`src/rtl/hist_accum.sv`:
```
`default_nettype none
// ============================================================================
// Module   : hist_accum
// Function : windowed histogram of sample MSBs, snapshotted per window and
//            scanned one bin per cycle for the index of the largest bin.
// Revision : 1.0 - initial release
// ============================================================================
module hist_accum #(
    parameter int DATA_WIDTH      = 16,
    parameter int SAMPLE_WIDTH    = 10,
    parameter int BOUND_NUM       = 32,
    parameter int BOUND_NUM_WIDTH = 5,
    parameter int WINDOW_LEN      = 1024
) (
    input  logic                            clk,
    input  logic                            reset,
    input  logic                            enable_i,
    input  logic                            sample_val_i,
    input  logic [SAMPLE_WIDTH-1:0]         sample_i,
    output logic                            data_val_o,
    output logic [DATA_WIDTH*BOUND_NUM-1:0] data_o,
    output logic [BOUND_NUM_WIDTH-1:0]      max_num_o
);

    localparam logic [1:0]                 c_IDLE     = 2'd0;
    localparam logic [1:0]                 c_SCAN     = 2'd1;
    localparam logic [1:0]                 c_DONE     = 2'd2;
    localparam logic [DATA_WIDTH-1:0]      c_SAT      = {DATA_WIDTH{1'b1}};
    localparam logic [DATA_WIDTH-1:0]      c_WIN_LAST = DATA_WIDTH'(WINDOW_LEN - 1);
    localparam logic [BOUND_NUM_WIDTH:0]   c_SCAN_END = (BOUND_NUM_WIDTH + 1)'(BOUND_NUM);

    logic                       w_accept;
    logic                       w_last;
    logic                       w_start;
    logic [BOUND_NUM_WIDTH-1:0] w_bin;
    logic [DATA_WIDTH-1:0]      w_next [BOUND_NUM];

    logic [DATA_WIDTH-1:0]      r_win_cnt;
    logic [DATA_WIDTH-1:0]      r_live [BOUND_NUM];
    logic [DATA_WIDTH-1:0]      r_snap [BOUND_NUM];

    logic [1:0]                 r_state;
    logic [BOUND_NUM_WIDTH:0]   r_scan_idx;
    logic [DATA_WIDTH-1:0]      r_cand;
    logic [BOUND_NUM_WIDTH-1:0] r_cand_idx;
    logic [DATA_WIDTH-1:0]      r_best_val;
    logic [BOUND_NUM_WIDTH-1:0] r_best_idx;
    logic [BOUND_NUM_WIDTH-1:0] r_max_num;
    logic                       w_cand_wins;

    assign w_accept = sample_val_i & enable_i;
    assign w_bin    = sample_i[SAMPLE_WIDTH-1 -: BOUND_NUM_WIDTH];
    assign w_last   = w_accept && (r_win_cnt == c_WIN_LAST);
    // A minimum-length window can close on the DONE cycle; DONE still pulses
    // and the next scan starts straight away.
    assign w_start  = w_last && (r_state != c_SCAN);

    generate
        if (SAMPLE_WIDTH > BOUND_NUM_WIDTH) begin : g_lsbs
            logic w_unused_lsbs;
            assign w_unused_lsbs = ^sample_i[SAMPLE_WIDTH-BOUND_NUM_WIDTH-1:0];
        end
    endgenerate

    generate
        for (genvar k = 0; k < BOUND_NUM; k++) begin : g_bin
            logic w_hit;
            assign w_hit     = w_accept && (w_bin == BOUND_NUM_WIDTH'(k));
            assign w_next[k] = (w_hit && (r_live[k] != c_SAT)) ? r_live[k] + DATA_WIDTH'(1)
                                                                : r_live[k];
            assign data_o[k*DATA_WIDTH +: DATA_WIDTH] = r_snap[k];
        end
    endgenerate

    always_ff @(posedge clk) begin
        if (reset) begin
            r_win_cnt <= '0;
        end else if (w_accept) begin
            r_win_cnt <= w_last ? '0 : r_win_cnt + DATA_WIDTH'(1);
        end
    end

    // The closing sample's increment lands in the snapshot, not the new window.
    always_ff @(posedge clk) begin
        if (reset) begin
            for (int k = 0; k < BOUND_NUM; k++) begin
                r_live[k] <= '0;
                r_snap[k] <= '0;
            end
        end else if (w_last) begin
            for (int k = 0; k < BOUND_NUM; k++) begin
                r_snap[k] <= w_next[k];
                r_live[k] <= '0;
            end
        end else begin
            for (int k = 0; k < BOUND_NUM; k++) begin
                r_live[k] <= w_next[k];
            end
        end
    end

    // Scan is pipelined: a bin is fetched one cycle and compared the next,
    // keeping the wide snapshot mux off the comparator path.
    assign w_cand_wins = r_cand > r_best_val;

    always_ff @(posedge clk) begin
        if (reset) begin
            r_state    <= c_IDLE;
            r_scan_idx <= '0;
            r_cand     <= '0;
            r_cand_idx <= '0;
            r_best_val <= '0;
            r_best_idx <= '0;
            r_max_num  <= '0;
        end else if (w_start) begin
            r_state    <= c_SCAN;
            r_scan_idx <= '0;
            r_best_val <= '0;
            r_best_idx <= '0;
        end else begin
            case (r_state)
                c_SCAN: begin
                    if (r_scan_idx != '0 && w_cand_wins) begin
                        r_best_val <= r_cand;
                        r_best_idx <= r_cand_idx;
                    end
                    if (r_scan_idx != c_SCAN_END) begin
                        r_cand     <= r_snap[r_scan_idx[BOUND_NUM_WIDTH-1:0]];
                        r_cand_idx <= r_scan_idx[BOUND_NUM_WIDTH-1:0];
                        r_scan_idx <= r_scan_idx + (BOUND_NUM_WIDTH + 1)'(1);
                    end else begin
                        r_state   <= c_DONE;
                        r_max_num <= w_cand_wins ? r_cand_idx : r_best_idx;
                    end
                end
                default: r_state <= c_IDLE;
            endcase
        end
    end

    assign data_val_o = (r_state == c_DONE);
    assign max_num_o  = r_max_num;

    a_no_snap_in_scan: assert property (@(posedge clk) disable iff (reset)
        !(w_last && r_state == c_SCAN));

endmodule
`default_nettype wire

```
`config.mk`:
```
export PLATFORM = sky130hd
export DESIGN_NAME = hist_accum
export DESIGN_NICKNAME = d
export VERILOG_FILES = /design/src/rtl/hist_accum.sv
export SDC_FILE = /design/constraint.sdc
export NUM_CORES = 2
export LEC_CHECK = 0
export CORE_UTILIZATION = 38
export DETAILED_ROUTE_END_ITERATION = 12
export HOLD_SLACK_MARGIN = 0.05
export MAX_ROUTING_LAYER = met4
export PLACE_DENSITY = 0.56
export RECOVER_POWER = 25
export SLEW_MARGIN = 20
export SYNTH_ARGS = -nofsm -noshare
export SYNTH_HDL_FRONTEND = slang
export SYNTH_SLANG_ARGS = --single-unit
```
`constraint.sdc`:
```
create_clock -name clk -period 26.2 [get_ports clk]
set_input_delay 2.62 -clock clk [delete_from_list [all_inputs] [get_ports clk]]
set_output_delay 2.62 -clock clk [all_outputs]
set_load 0.01 [all_outputs]
```
==> results.py <==
metrics = {
    "power_and_ir_drop": {
        "combPwrFrac_pct": 7.1,
        "p_int_uw": 3080,
        "finalPower_uw": 4070,
        "p_sw_uw": 992,
        "pwr-share-seq_pct": 51.6,
        "static-leakage-power_uw": 0.0230,
        "swShare_pct": 24.4,
        "powerDensity_nw_per_um2": 62.1,
        "p_clk_share_pct": 41.3,
        "ir_worst_vdd_v": 0.0000530,
    },
    "clock_network": {
        "cts_tree": "built",
        "cts_setup_buffers": 0,
        "cts-root-buf": "clkbuf_16",
        "clkTransAtPathRegs_ns": 0.06,
        "clockBufferDepth": 3,
        "cts_hold_buf": 0,
        "clock_latency_ns": 0.76,
        "htreeDepth": 3,
        "cts_inserted_buffers": 121,
        "cts_resized": 0,
        "clock_sinks": 1095,
    },
    "setup_path": {
        "critPathCaptureType": "flip-flop",
        "crit_arrival_ns": 8.83,
        "required_ns": 26.49,
        "critPathKind": "in -> reg",
        "critical_path_peak_fanout": 70,
        "ff2ff_path_depth": 11,
        "start_kind": "input port",
    },
    "run_status": {
        "status": "complete, but fails checks",
        "violations": "capacitance limit, slew limit",
    },
    "synth": {
        "synth_area_leaders": "edfxtp_1, nor2_1, mux4_2",
        "ys_async_sr_fraction_pct": 0,
        "synthesis.area_um2": 52900,
        "ys_types": 73,
        "synth_top_area_share_pct": 57.3,
        "ys_ff_latch": 1095,
        "syn_area_per_cell_um2": 11.9,
        "synth-edff-count": 1008,
        "dominantRegCellSynth": "edfxtp_1",
        "yosysTopAreaCell": "edfxtp_1",
        "synthesis.instances": 4458,
        "seq_area_frac_synth_pct": 60.5,
        "ys_warn_count": 0,
    },
    "timing": {
        "slew_viol_final": 280,
        "finalCriticalPeriod_ns": 8.54,
        "hold_viol": 0,
        "fmax_ghz": 0.117,
        "rsz0062_at_grt": "false",
        "finalCritPeriodShare_pct": 32.6,
        "skew_ns": 0.0227,
        "tightest_slew_ns": 3.53,
        "fin_tns_setup_ns": 0,
        "setup_violations": 0,
        "fin_ws_ns": 17.66,
        "slew_headroom_pct": -135,
    },
    "global_route": {
        "grt_pass1_wl_mm": 238,
        "grt_max_degree": 219,
        "first_global_vias": 35752,
        "busiest_layer": "met2",
        "met3_usage_pct": 3.12,
        "track_usage_pct": 23.6,
        "use_met2_pct": 37.0,
        "grtUsageMet1_pct": 31.9,
        "grt_overflow": 0,
        "antenna_found_initial": 14,
    },
    "layout": {
        "instances_no_fill": 7329,
        "area_growth_pct": 23.9,
        "layout-drive-gt1-share_pct": 6.89,
        "num-nets-final": 5494,
        "nFillCells": 12669,
    },
    "flow_run": {
        "drv_cap": 5,
    },
    "place": {
        "port_buffers": 526,
        "place_inst": 7100,
        "place_ws_ns": 17.34,
        "gp_congestion": 0.875,
        "dp_hpwl_mm": 121,
    },
    "die": {
        "row_count": 136,
        "die_area_um2": 141000,
        "initial_utilization_pct": 38.4,
        "io_pins": 532,
        "die_w_um": 375,
        "die_h_um": 375,
        "core_area_um2": 138000,
    },
    "hold_path": {
        "hold_depth": 2,
        "hold_class": "reg -> reg",
    },
    "routing": {
        "drc": 0,
        "routed_wl_mm": 163,
        "drt_pass1_iterations": 5,
        "drt-wirelength-per-cell_um": 22.3,
        "drtAntennaViolNets": 0,
        "drt_iter0_markers": 3267,
        "vias": 37600,
        "via_per_inst": 5.13,
    },
}
## kinds of logic (layout without fill, tap and decap cells)
kind of cell / Yosys count / count (layout) / synth area share (%)
AO/OA/AOI/OAI: 219 / 219 / 2.78
XOR/XNOR: 479 / 479 / 7.93
adder cells (fa/ha/maj): 51 / 51 / 1.21
buffers and inverters: 271 / 850 / 2.14
flip-flops: 1095 / 1095 / 60.5
multiplexers: 184 / 184 / 6.87
other: 1 / 499 / 0.00709
AND/OR/NAND/NOR: 2158 / 2158 / 18.5
## power by group through the flow
stage | registers (uW) | logic, uW | clock network (uW)
after floorplan | 2130 | 134 | 0
after global placement | 2130 | 302 | 0
after detailed placement | 2140 | 303 | 0
after CTS | 2100 | 305 | 1720
after global routing | 2110 | 315 | 1780
final | 2100 | 290 | 1680
## area by class of cell
class                      instances  area (um^2)  share of cell area (%)
sequential                      1095        32000                    48.9
clock inverter                    75          721                    1.10
tap                             1794         2240                    3.43
timing repair buffer             556         5510                    8.41
inverter                          68          255                   0.390
clock buffer                     151         3140                    4.79
multi-input combinational       3587        21600                    33.0
antenna                            3         7.51                  0.0115
## synthesized netlist by cell type (6+ instances only)
master / count
nor2b_1: 10
and4_1: 70
edfxtp_1: 1008
a21oi_1: 74
a31oi_1: 17
mux4_2: 143
dfxtp_1: 87
o211ai_1: 7
clkbuf_1: 101
and2_1: 32
or2_2: 12
mux2i_1: 41
o2111ai_1: 6
nand3_1: 198
nand2_1: 298
o21ai_0: 38
a221oi_1: 12
or4_1: 9
nand3b_1: 6
nand2b_1: 8
buf_2: 90
ha_1: 51
xor2_1: 281
inv_1: 67
xnor2_1: 198
nor3_1: 70
and3_1: 62
or3_1: 8
nor2_1: 1160
nand4_1: 162
o2111a_1: 7
nor4_1: 25
a211oi_1: 13
buf_1: 12
## critical path, cell delays in order
cell	delay (ns)
clkbuf_1	1.52
clkbuf_1	1.54
clkbuf_1	2.59
nor2_1	0.51
## worst paths after layout
check / start / endpoint / slack, ns
hold / removal: r_cand_idx[0]$_SDFFE_PP0P_ / r_cand_idx[0]$_SDFFE_PP0P_ / 0.47
hold reg to reg: r_cand_idx[0]$_SDFFE_PP0P_ / r_cand_idx[0]$_SDFFE_PP0P_ / 0.47
setup / recovery: reset / r_snap[20][10]$_DFFE_PP_ / 17.66
setup reg to reg: r_win_cnt[0]$_SDFFE_PP0P_ / r_live[0][60]$_SDFFCE_PN0P_ / 20.04
## state kept, by name, indices dropped and copies added (netlist names)
register and cells:
r_live 512, r_snap 512, r_best_val 16, r_cand 16, r_win_cnt 16, r_scan_idx 6, max_num_o 5, r_best_idx 5
r_cand_idx 5, r_state 2
## metal layers
metal,routed length (um),vias to the layer above
met5,0,-
met2,76900,1115
met1,72700,18660
met3,8960,214
met4,4720,0
li1,-,17611
## placed cells by master, fill, tap and decap left out, types with 8 or more instances in the layout
cell type,n
a211oi_1,13
a21oi_1,74
a221oi_1,12
a31oi_1,17
and2_1,32
and3_1,62
and4_1,70
buf_4,22
bufinv_16,10
clkbuf_1,35
clkbuf_16,121
clkdlybuf4s50_1,59
clkinv_1,22
clkinv_2,24
conb_1,496
dfxtp_1,83
dlygate4sd3_1,466
edfxtp_1,1008
ha_1,51
inv_1,67
mux2i_1,41
mux4_2,143
nand2_1,298
nand3_1,198
nand4_1,162
nor2_1,1160
nor2b_1,10
nor3_1,70
nor4_1,25
o21ai_0,38
or2_2,11
or3_1,8
or4_1,9
xnor2_1,198
xor2_1,281
## stage by stage
stage / hold slack (ns) / util (%) / area, um^2
after floorplan: 0.450 / - / 54700
after global placement: 0.461 / 44.7 / 61700
after detailed placement: 0.463 / 44.7 / 61700
after CTS: 0.474 / 47.5 / 65500
after global routing: 0.491 / 47.5 / 65500
final: 0.474 / 47.5 / 65500
Power figures use the tool's default switching activity.
